`src/rtl/uart_tx_multi.sv`:
```
`default_nettype none
// ============================================================================
// Module   : uart_tx_multi
// Purpose  : Parametrised multi-channel UART transmitter. Each channel owns a
//            byte FIFO, a valid/ready write port and a serial tx pin. Frames
//            are start bit, DATA_BITS data bits LSB first, optional parity,
//            then STOP_BITS stop bits, each bit CLKS_PER_BIT clocks long.
// Ports    : clk       - system clock
//            reset     - synchronous, active-high reset
//            in_data   - channel c byte at [c*DATA_BITS +: DATA_BITS]
//            in_valid  - per-channel write request
//            in_ready  - per-channel FIFO not full (forced low in reset)
//            tx_pin    - per-channel serial output, idle high
//            busy      - per-channel FIFO non-empty or frame in flight
// Revision : 1.0 - initial release
// ============================================================================
module uart_tx_multi #(
    parameter int NUM_CH       = 4,
    parameter int CLKS_PER_BIT = 104,
    parameter int DATA_BITS    = 8,
    parameter int PARITY       = 0,
    parameter int STOP_BITS    = 1,
    parameter int FIFO_DEPTH   = 4
) (
    input  logic                          clk,
    input  logic                          reset,
    input  logic [NUM_CH*DATA_BITS-1:0]   in_data,
    input  logic [NUM_CH-1:0]             in_valid,
    output logic [NUM_CH-1:0]             in_ready,
    output logic [NUM_CH-1:0]             tx_pin,
    output logic [NUM_CH-1:0]             busy
);

    localparam int                  c_BAUD_W     = $clog2(CLKS_PER_BIT);
    localparam int                  c_PTR_W      = $clog2(FIFO_DEPTH);
    localparam int                  c_CNT_W      = c_PTR_W + 1;
    localparam logic [c_BAUD_W-1:0] c_BAUD_LAST  = c_BAUD_W'(CLKS_PER_BIT - 1);
    localparam logic [c_CNT_W-1:0]  c_FULL       = c_CNT_W'(FIFO_DEPTH);
    localparam logic [2:0]          c_DATA_LAST  = 3'(DATA_BITS - 1);
    localparam logic [2:0]          c_STOP_LAST  = 3'(STOP_BITS - 1);
    localparam bit                  c_HAS_PARITY = (PARITY != 0);
    localparam logic                c_ODD_PARITY = (PARITY == 2);

    typedef enum logic [2:0] {
        ST_IDLE   = 3'd0,
        ST_START  = 3'd1,
        ST_DATA   = 3'd2,
        ST_PARITY = 3'd3,
        ST_STOP   = 3'd4
    } state_t;

    for (genvar c = 0; c < NUM_CH; c++) begin : g_ch
        logic [DATA_BITS-1:0] r_mem [FIFO_DEPTH];
        logic [c_PTR_W-1:0]   r_wr_ptr;
        logic [c_PTR_W-1:0]   r_rd_ptr;
        logic [c_CNT_W-1:0]   r_count;

        state_t               r_state;
        logic [c_BAUD_W-1:0]  r_baud;
        logic [2:0]           r_bit_cnt;
        logic [DATA_BITS-1:0] r_shift;
        logic                 r_par;
        logic                 r_tx;

        logic [DATA_BITS-1:0] w_din;
        logic [DATA_BITS-1:0] w_head;
        logic                 w_head_par;
        logic                 w_full;
        logic                 w_empty;
        logic                 w_push;
        logic                 w_pop;
        logic                 w_baud_end;
        logic                 w_stop_done;

        assign w_din       = in_data[c*DATA_BITS +: DATA_BITS];
        assign w_head      = r_mem[r_rd_ptr];
        assign w_head_par  = (^w_head) ^ c_ODD_PARITY;
        assign w_full      = (r_count == c_FULL);
        assign w_empty     = (r_count == '0);
        // Ready is masked by reset so no write can be taken while flushing.
        assign in_ready[c] = ~w_full & ~reset;
        assign w_push      = in_valid[c] & in_ready[c];
        assign w_baud_end  = (r_baud == c_BAUD_LAST);
        assign w_stop_done = (r_state == ST_STOP) && w_baud_end && (r_bit_cnt == c_STOP_LAST);
        // Pop when idle, or back-to-back at the last stop-bit clock.
        assign w_pop       = ~w_empty & ((r_state == ST_IDLE) | w_stop_done);

        assign tx_pin[c]   = r_tx;
        assign busy[c]     = (r_state != ST_IDLE) | ~w_empty;

        // Storage needs no reset: occupancy is tracked by the pointers/count.
        always_ff @(posedge clk) begin
            if (w_push) begin
                r_mem[r_wr_ptr] <= w_din;
            end
        end

        always_ff @(posedge clk) begin
            if (reset) begin
                r_wr_ptr <= '0;
                r_rd_ptr <= '0;
                r_count  <= '0;
            end else begin
                if (w_push) begin
                    r_wr_ptr <= r_wr_ptr + 1'b1;
                end
                if (w_pop) begin
                    r_rd_ptr <= r_rd_ptr + 1'b1;
                end
                if (w_push && !w_pop) begin
                    r_count <= r_count + 1'b1;
                end else if (!w_push && w_pop) begin
                    r_count <= r_count - 1'b1;
                end
            end
        end

        always_ff @(posedge clk) begin
            if (reset) begin
                r_state   <= ST_IDLE;
                r_baud    <= '0;
                r_bit_cnt <= '0;
                r_shift   <= '0;
                r_par     <= 1'b0;
                r_tx      <= 1'b1;
            end else begin
                case (r_state)
                    ST_IDLE: begin
                        r_tx <= 1'b1;
                        if (w_pop) begin
                            r_state   <= ST_START;
                            r_shift   <= w_head;
                            r_par     <= w_head_par;
                            r_baud    <= '0;
                            r_bit_cnt <= '0;
                            r_tx      <= 1'b0;
                        end
                    end
                    ST_START: begin
                        if (w_baud_end) begin
                            r_baud  <= '0;
                            r_state <= ST_DATA;
                            r_tx    <= r_shift[0];
                        end else begin
                            r_baud <= r_baud + 1'b1;
                        end
                    end
                    ST_DATA: begin
                        if (w_baud_end) begin
                            r_baud <= '0;
                            if (r_bit_cnt == c_DATA_LAST) begin
                                r_bit_cnt <= '0;
                                if (c_HAS_PARITY) begin
                                    r_state <= ST_PARITY;
                                    r_tx    <= r_par;
                                end else begin
                                    r_state <= ST_STOP;
                                    r_tx    <= 1'b1;
                                end
                            end else begin
                                r_bit_cnt <= r_bit_cnt + 3'd1;
                                r_shift   <= r_shift >> 1;
                                r_tx      <= r_shift[1];
                            end
                        end else begin
                            r_baud <= r_baud + 1'b1;
                        end
                    end
                    ST_PARITY: begin
                        if (w_baud_end) begin
                            r_baud    <= '0;
                            r_bit_cnt <= '0;
                            r_state   <= ST_STOP;
                            r_tx      <= 1'b1;
                        end else begin
                            r_baud <= r_baud + 1'b1;
                        end
                    end
                    ST_STOP: begin
                        if (w_baud_end) begin
                            r_baud <= '0;
                            if (r_bit_cnt == c_STOP_LAST) begin
                                r_bit_cnt <= '0;
                                if (w_pop) begin
                                    // Next queued byte starts with no idle gap.
                                    r_state <= ST_START;
                                    r_shift <= w_head;
                                    r_par   <= w_head_par;
                                    r_tx    <= 1'b0;
                                end else begin
                                    r_state <= ST_IDLE;
                                    r_tx    <= 1'b1;
                                end
                            end else begin
                                r_bit_cnt <= r_bit_cnt + 3'd1;
                            end
                        end else begin
                            r_baud <= r_baud + 1'b1;
                        end
                    end
                    default: begin
                        r_state <= ST_IDLE;
                        r_tx    <= 1'b1;
                    end
                endcase
            end
        end
    end

endmodule
`default_nettype wire

```
`config.mk`:
```
export PLATFORM = sky130hd
export DESIGN_NAME = uart_tx_multi
export DESIGN_NICKNAME = d
export VERILOG_FILES = /design/src/rtl/uart_tx_multi.sv
export SDC_FILE = /design/constraint.sdc
export NUM_CORES = 1
export LEC_CHECK = 0
export ABC_AREA = 1
export BUFFER_PORTS_ARGS = -buffer_cell sky130_fd_sc_hd__buf_4
export CORE_MARGIN = 1.5
export CORE_UTILIZATION = 55
export CTS_CLUSTER_SIZE = 10
export DETAILED_ROUTE_END_ITERATION = 10
export PLACE_DENSITY = 0.7
export SLEW_MARGIN = 20
export SYNTH_ARGS = -nofsm -noshare
export SYNTH_HDL_FRONTEND = slang
export SYNTH_SLANG_ARGS = --single-unit
```
`constraint.sdc`:
```
create_clock -name clk -period 3.1 [get_ports clk]
set_clock_uncertainty 0.1 [all_clocks]
set_input_delay 0.465 -clock clk [delete_from_list [all_inputs] [get_ports clk]]
set_output_delay 0.465 -clock clk [all_outputs]
set_load 0.02 [all_outputs]
```
==> results.txt <==
Mapped Cells: 1,350
Via count: 8,738
RR Startpoint: g_ch[1].r_baud[1]
Sequential area share after synthesis: 0.538
Achievable Freq: 0.425 GHz
Hpwl dp: 14,600 um
Post-synth cell types: 49
Hold Fails Final Rpt: 0
Antenna Nets Post-Route: 0
R2R cell count: 13
Cells taking the most area after synthesis: edfxtp_1, dfxtp_1, nand2_1
Post-CTS sizing: 0
Clock sink count: 252
P per Cell Area: 908 nW/um^2
Tmin final: 2350 ps
Hold Path Class: input pin to register
Initial antenna violation count: 0
First-pass GRT wire length: 37,200 um
Skew-Pair Late Insertion Delay: 540 ps
Worst vdd ir: 0.562 mV
Ys flop type: edfxtp_1
Clk buf depth: 3
Die height: 149 um
IO Pins: 50
Final nets: 1,485
Total track usage: 0.202
Leakage power: 5.53 nW
Final worst setup slack: 749 ps
Via density: 5.13
Crit end category: register
Setup Viol. Count Final: 0
Syn nets: 1,428
Largest net degree at the start of global routing: 28
Largest fanout on the critical path: 8
Max Cap Violations: 0
Cts bufs inserted: 29
# diodes: 0
Post-synth top area cell: edfxtp_1
Worst-Margin Slew: 775 ps
Layout cells sized above 1: 0.128
Vias in the first global route: 8,105
Syn avg cell area: 8.72 sq um
Number of synthesized flops with an enable pin: 128
CTS clk-pin slew, worst paths: 50 ps
CP Data Required Time: 3420 ps
Starting density of the core: 0.560
Crit path from: g_ch[1].r_baud[1]
Status: complete, no violations
Hold path startpoint: in_data[6]
GPL Wtd Cong: 0.843
Hold Path Cell Cnt: 1
Total gr overflow: 0
CTS H-tree lvls: 1
Setup WS pre-CTS: 681 ps
Core area: 21,000 sq um
Pre-antenna DRT Iters: 5
Hold buffer count at CTS: 3
Rows: 53
Arr. time, crit path: 2670 ps
# DRC: 0
Port bufs: 49
RSZ-0062 raised after global routing: false
Max Slew Vio Count: 0
Yosys Warn Count: 0
Layout area overhead: 12.5%
Final period util: 0.758
Mapped cell area: 11,800 sq um
Drt total wl: 21,900 um
CTS root buf: clkbuf_16
Sum Neg Setup Slack: 0 ps
Ys async rst share: 0
1st-iter DRT viols: 522
Post-synth top cells: nand2_1, nand3_1, edfxtp_1
CTS tree: built
Post-CTS Setup Bufs: 0
Total Die Area: 22,300 sq um
Die X: 149 um
CP Class: register to register
Startpoint types: register
FF+latch count, synth: 252
Wirelength per Cell: 12.9 um
Yosys top cell area share: 0.327
Top-count cell post-synth: nand2_1
Relative slew margins: 0.481
power by group:
part	switching, mW	internal, mW	total, mW
Sequential	0.367	4.02	4.39
Combinational	3.00	1.56	4.57
Clock	1.25	1.80	3.05
Total	4.62	7.39	12.0
worst max-delay path, cell delays in order, from the launching register on:
cell,delay (ps)
dfxtp_1,360
ha_1,180
nand2_1,70
inv_2,80
nand2_1,50
nor2_1,190
nand2_1,100
nand2_2,100
nand2_4,90
ha_1,200
inv_1,100
fa_1,420
o21ai_0,170
a21oi_1,50
metal layers:
layer	global-route usage	part of all wire	vias up	wire length (um)
met1	0.276	0.47	4001	10400
met4	0.0535	0.022	0	472
met2	0.337	0.46	132	10200
met3	0.0306	0.040	38	878
met5	0	0	-	0
li1	-	-	4567	-
state kept, by name, summed over array words and instances (netlist names), named ones only:
| name | count |
|---|---|
| g_ch.r_state | 12 |
| g_ch.r_wr_ptr | 8 |
| g_ch.r_rd_ptr | 8 |
| g_ch.r_tx | 4 |
| g_ch.r_bit_cnt | 12 |
| g_ch.r_baud | 28 |
| g_ch.r_shift | 32 |
| g_ch.r_count | 12 |
| g_ch.r_mem | 128 |
logic make-up after synthesis:
logic type | synth area share
xor+xnor | 0.00298
compound gates | 0.0928
flops | 0.538
fa+ha+maj | 0.0451
simple gates | 0.255
buf+inv | 0.0669
final timing paths:
path                               to  slack, ps
setup / recovery   g_ch[1].r_count[1]        750
hold / removal    g_ch[0].r_mem[0][6]         20
hold reg to reg          g_ch[3].r_tx        370
setup reg to reg   g_ch[1].r_count[1]        750
layout by cell type, fill, tap and decap left out, types with 3 or more instances in the layout:
cell type	n
and3_1	3
ha_1	36
clkbuf_8	3
buf_4	67
nor2_4	7
o21ai_1	6
nand2_2	21
clkbuf_1	18
nand4_1	4
inv_1	126
inv_2	16
a21oi_1	91
o21bai_1	3
xor2_1	3
nand2_1	334
fa_1	4
a31oi_1	6
edfxtp_1	128
nor3b_1	5
nand3_1	135
nand2_4	10
o21ai_0	68
nor2_1	124
dlygate4sd3_1	3
nand3_2	4
nor2_2	8
a21oi_2	8
nor3_1	7
dfxtp_1	124
clkbuf_16	29
a211oi_1	4
metrics by stage:
stage               power (mW)   util  cell area, sq um  instances  hold slack [ps]
floorplan                 8.17      -             11800       1350              340
global placement          8.91  0.588             12400       1648              350
detailed placement        9.01  0.588             12400       1648              357
CTS                       12.1  0.629             13200       1702            0.191
global route              13.0  0.629             13200       1702             2.54
finish                    12.0  0.629             13200       1702             19.1
cell type report:
cell class	instances	area (sq um)
timing repair buffer	70	533
clock buffer	50	835
clock inverter	1	8.76
tap	275	344
inverter	142	533
fill	1723	7790
sequential	252	6330
multi-input combinational	912	4650
Note: power is estimated with default switching activity, not from simulation.
